`src/rtl/fifo_sync_32x8.sv`:
```
// 32-entry x 8-bit synchronous show-ahead FIFO with edge-detected WRITE/READ strobes.
// Defining FIFO_ASSERT_EN compiles a simulation-only overflow/underflow/occupancy checker.

module fifo_sync_32x8 (
  input  logic       CLOCK,
  input  logic       RESET_N,
  input  logic       CLEAR_N,
  input  logic       WRITE,
  input  logic       READ,
  input  logic [7:0] DATA_IN,
  output logic [7:0] DATA_OUT,
  output logic       F_FULL_N,
  output logic       F_EMPTY_N,
  output logic [4:0] USE_DW
);

  logic [7:0] mem_r [32];
  logic [4:0] wr_ptr_r;
  logic [4:0] rd_ptr_r;
  logic [5:0] count_r;
  logic       wr_q_r;
  logic       rd_q_r;

  logic       wr_ev_s;
  logic       rd_ev_s;
  logic       full_s;
  logic       empty_s;
  logic       do_wr_s;
  logic       do_rd_s;
  logic [5:0] count_next_s;

  // Request edge detection and operation qualification
  always_comb begin
    wr_ev_s = WRITE & ~wr_q_r;
    rd_ev_s = READ & ~rd_q_r;
    full_s  = (count_r == 6'd32);
    empty_s = (count_r == 6'd0);
    do_rd_s = rd_ev_s & ~empty_s;
    // a write while full is legal only when a read frees the slot in the same edge
    do_wr_s = wr_ev_s & (~full_s | do_rd_s);
  end

  // Occupancy update for the qualified operations
  always_comb begin
    count_next_s = count_r;
    case ({do_wr_s, do_rd_s})
      2'b10:   count_next_s = count_r + 6'd1;
      2'b01:   count_next_s = count_r - 6'd1;
      default: count_next_s = count_r;
    endcase
  end

  // Pointer, count and strobe-history registers
  always_ff @(posedge CLOCK or negedge RESET_N) begin
    if (!RESET_N) begin
      wr_ptr_r <= 5'd0;
      rd_ptr_r <= 5'd0;
      count_r  <= 6'd0;
      wr_q_r   <= 1'b0;
      rd_q_r   <= 1'b0;
    end else begin
      wr_q_r <= WRITE;
      rd_q_r <= READ;
      if (!CLEAR_N) begin
        wr_ptr_r <= 5'd0;
        rd_ptr_r <= 5'd0;
        count_r  <= 6'd0;
      end else begin
        if (do_wr_s) begin
          wr_ptr_r <= wr_ptr_r + 5'd1;
        end
        if (do_rd_s) begin
          rd_ptr_r <= rd_ptr_r + 5'd1;
        end
        count_r <= count_next_s;
      end
    end
  end

  // Storage array; contents survive flush and reset
  always_ff @(posedge CLOCK) begin
    if (RESET_N && CLEAR_N && do_wr_s) begin
      mem_r[wr_ptr_r] <= DATA_IN;
    end
  end

  // Show-ahead data and status flags
  always_comb begin
    if (empty_s) begin
      DATA_OUT = 8'h00;
    end else begin
      DATA_OUT = mem_r[rd_ptr_r];
    end
    F_EMPTY_N = ~empty_s;
    F_FULL_N  = ~full_s;
    USE_DW    = count_r[4:0];
  end

`ifdef FIFO_ASSERT_EN
  fifo_sync_32x8_chk u_chk (
    .clk   (CLOCK),
    .rst_n (RESET_N),
    .wr_ev (wr_ev_s),
    .rd_ev (rd_ev_s),
    .count (count_r)
  );
`endif

endmodule

`ifdef FIFO_ASSERT_EN
module fifo_sync_32x8_chk (
  input logic       clk,
  input logic       rst_n,
  input logic       wr_ev,
  input logic       rd_ev,
  input logic [5:0] count
);

  // Overflow, underflow and occupancy-range monitor
  always @(posedge clk) begin
    if (rst_n) begin
      if (wr_ev && !rd_ev && count == 6'd32) $error("fifo_sync_32x8: overflow");
      if (rd_ev && count == 6'd0) $error("fifo_sync_32x8: underflow");
      if (count > 6'd32) $error("fifo_sync_32x8: count out of range");
    end
  end

endmodule
`endif

```
`config.mk`:
```
export PLATFORM = sky130hd
export DESIGN_NAME = fifo_sync_32x8
export DESIGN_NICKNAME = d
export VERILOG_FILES = /design/src/rtl/fifo_sync_32x8.sv
export SDC_FILE = /design/constraint.sdc
export NUM_CORES = 1
export LEC_CHECK = 0
export ABC_AREA = 0
export CAP_MARGIN = 15
export CORE_MARGIN = 2
export CORE_UTILIZATION = 50
export DETAILED_ROUTE_END_ITERATION = 6
export PLACE_DENSITY = 0.77
export SLEW_MARGIN = 20
export SYNTH_ARGS = -nofsm -noshare
export SYNTH_HDL_FRONTEND = slang
export SYNTH_SLANG_ARGS = --single-unit
export TNS_END_PERCENT = 10
```
`constraint.sdc`:
```
create_clock -name CLOCK -period 2.4 [get_ports CLOCK]
set_input_delay 0.6 -clock CLOCK [delete_from_list [all_inputs] [get_ports CLOCK]]
set_output_delay 0.6 -clock CLOCK [all_outputs]
set_load 0.02 [all_outputs]
```
==> out/results.txt <==
Detail Placement HPWL -> 15900 µm
Worst skew pair latency -> 0.54 ns
Final Max Slew Viols -> 0
Yosys top cell by area -> edfxtp_1
CTS root buf -> clkbuf_16
CP arrival -> 2.65 ns
First-pass GRT wire length -> 38600 µm
Core Area -> 21800 µm²
Setup ws final -> -0.854 ns
Syn Nets -> 603
PwrDens -> 875 nW/µm²
Yosys cell types -> 46
Bufs on Longest Clock Path -> 3
Synth top area cells -> edfxtp_1 (70%), mux4_2 (9.4%), dfrtp_1 (4.1%)
# IOs -> 28
Period utilization -> 136%
Max cap viols -> 0
Area share of the leading cell type in the synthesized netlist -> 69.6%
Flops & latches, synth -> 274
Required @ worst endpoint -> 1.80 ns
Starting DRT DRC Count -> 606
Synth Cell Area -> 11000 µm²
Peak VDD IR -> 0.000636 V
Clk slew on worst S/H paths -> 0.06 ns
Placed insts -> 959
H-tree depth -> 1
Residual DRC count -> 0
Count leader, synth -> edfxtp_1
Via count -> 6015
Failing checks -> negative setup slack
CP Cell Sequence -> buf_12, buf_16, buf_4, mux4_2, a22o_1, a211oi_2, nor3_2, buf_4
Largest family of logic cells by synthesized area -> multiplexers
Post-synthesis sequential area ratio -> 73.7%
Top FF cell, synth -> edfxtp_1
Worst hold path class -> in2async
XOR/XNOR share of the synthesized area -> 0.793%
Final setup viols -> 8
Synth async-reset ratio -> 6.57%
Non-Filler Instances -> 1021
CP Capture Type -> output pin
Core Util, Final -> 63.3%
Commonest cells in the synthesized netlist -> edfxtp_1 (256), mux4_2 (46), mux2i_1 (39), nor2_1 (37), dfrtp_1 (18)
Adder and majority cell fraction of the synthesized area -> 1.20%
Rel. slew slack -> 68.6%
Mux share of post-synthesis cell area -> 13.5%
Post-detailed-route count of antenna-violating nets -> 0
Crit-path slowest cell -> dfrtp_4
Die X -> 153 µm
Crit-path most repeated cell -> buf_4
Hold_ws -> 0.309 ns
Compound-Gate Fraction of Synth Area -> 4.41%
Grt ovf -> 0
Cell Rows -> 54
Nets -> 744
CTS tree -> done
Post-Syn Area per Cell -> 19.0 µm²
Largest net degree at the start of global routing -> 33
Min Tclk post-route -> 3.25 ns
Chip Height -> 153 µm
Ant. Diodes -> 0
WS Path Type -> reg2out
Number of global-route vias before repair -> 6405
DRT Pass-1 Iters -> 5
Total Wirelength -> 25300 µm
Avg WL per Cell -> 24.8 µm
Crit Path Max Fanout -> 7
Status -> finished with violations
Final Skew -> 0.0136 ns
Slew of the pin with the lowest slew margin -> 0.471 ns
Final Hold Vio Count -> 0
# clock sinks -> 274
Area growth syn-to-layout -> 24.8%
DIE AREA -> 23300 µm²
R2R cell count -> 11
CP max stage delay -> 0.50 ns
Initial antenna violation count -> 0
RePlAce Congestion -> 0.855
Routed vias/inst -> 5.89
Crit path launch type -> flip-flop
Fraction of layout cells with a size suffix above 1 -> 36.4%
Max frequency -> 0.307 GHz
I/O Buffers -> 27
Leakage power -> 4.62 nW
EDFF count, synth -> 256
Starting Density -> 50.8%
Total CTS buffers -> 28
Post-synthesis simple-gate area fraction -> 4.12%
Hold-fix buffers, CTS -> 0
RSZ-0062 raised after global routing -> yes
Yosys warning count -> 0
GRT Util Overall -> 22.0%
Post-Synthesis Cells -> 580
==> registers in the layout, indices dropped and copies added, names as in the netlist <==
register	count
mem_r	256
count_r	6
rd_ptr_r	5
wr_ptr_r	5
rd_q_r	1
wr_q_r	1
==> cells in the final DEF, fill, tap and decap left out, types with 8 or more instances in the layout <==
master	instances
clkbuf_16	28
inv_1	9
a2111oi_4	8
ha_1	9
edfxtp_1	256
dfrtp_1	17
nand2_1	12
clkdlybuf4s50_1	17
a22o_1	8
nor2_1	37
nand4_1	8
buf_12	14
o221ai_1	8
buf_4	105
nor3_2	9
mux4_2	48
mux2i_1	35
==> power by group <==
| group | internal [mW] | switching, mW | leakage [nW] |
|---|---|---|---|
| combinational | 1.32 | 1.26 | 1.65 |
| sequential | 5.28 | 0.0416 | 2.54 |
| clock | 2.36 | 1.79 | 0.433 |
==> logic make-up (layout without fill, tap and decap cells) <==
group / after synthesis / after routing
AO/OA/AOI/OAI: 61 / 61
XOR/XNOR: 10 / 10
adder cells (fa/ha/maj): 10 / 10
buffers and inverters: 45 / 206
flip-flops: 274 / 274
multiplexers: 88 / 88
AND/OR/NAND/NOR: 92 / 92
==> final cells by class <==
| type | instances | area, µm² |
|---|---|---|
| Clock buffer | 30 | 708 |
| Clock inverter | 20 | 175 |
| Fill cell | 1439 | 7970 |
| Inverter | 10 | 37.5 |
| Multi-Input combinational cell | 261 | 3040 |
| Sequential cell | 274 | 8140 |
| Tap cell | 280 | 350 |
| Timing Repair Buffer | 146 | 1330 |
==> critical path, delay by kind of cell (launching register included) <==
kind / cells / cell delay [ns]
multiplexers: 1 / 0.45
buffers and inverters: 4 / 0.62
AND/OR/NAND/NOR: 1 / 0.08
AO/OA/AOI/OAI: 2 / 0.46
flip-flops: 1 / 0.50
==> timing repair <==
item,4_1_cts,5_1_grt
gates resized for setup,77,19
buffers inserted,11,0
pin swaps,14,6
setup endpoints to repair,11,12
cloned,1,0
==> metal layers <==
metal | routed length, µm | GRT usage (%) | vias to the layer above
li1 | - | - | 2639
met5 | 0 | 0 | -
met4 | 872 | 8.20 | 0
met3 | 2150 | 4.32 | 66
met1 | 9530 | 29.0 | 3045
met2 | 12800 | 36.8 | 265
==> through the flow <==
| stage | setup TNS [ns] | setup slack [ns] | power [mW] | area (µm²) |
|---|---|---|---|---|
| 2_1_floorplan | -0.154 | -0.0340 | 6.85 | 11100 |
| 3_3_place_gp | -52.84 | -0.763 | 7.69 | 12500 |
| 3_5_place_dp | -63.28 | -0.752 | 7.77 | 12500 |
| 4_1_cts | -6.51 | -0.881 | 12.1 | 13700 |
| 5_1_grt | -7.23 | -0.900 | 12.5 | 13800 |
| 6_report | -6.49 | -0.854 | 12.1 | 13800 |
==> worst paths after layout <==
kind,start,end,slack [ns]
max,rd_ptr_r[0],DATA_OUT[2],-0.85
min,RESET_N,wr_ptr_r[1],0.31
max reg2reg,count_r[4],count_r[5],0.04
min reg2reg,count_r[5],count_r[5],0.56
max in group asynchronous,RESET_N,wr_ptr_r[3],1.64
min in group CLOCK,READ,rd_q_r,0.54
(Power assumes the default switching activity.)
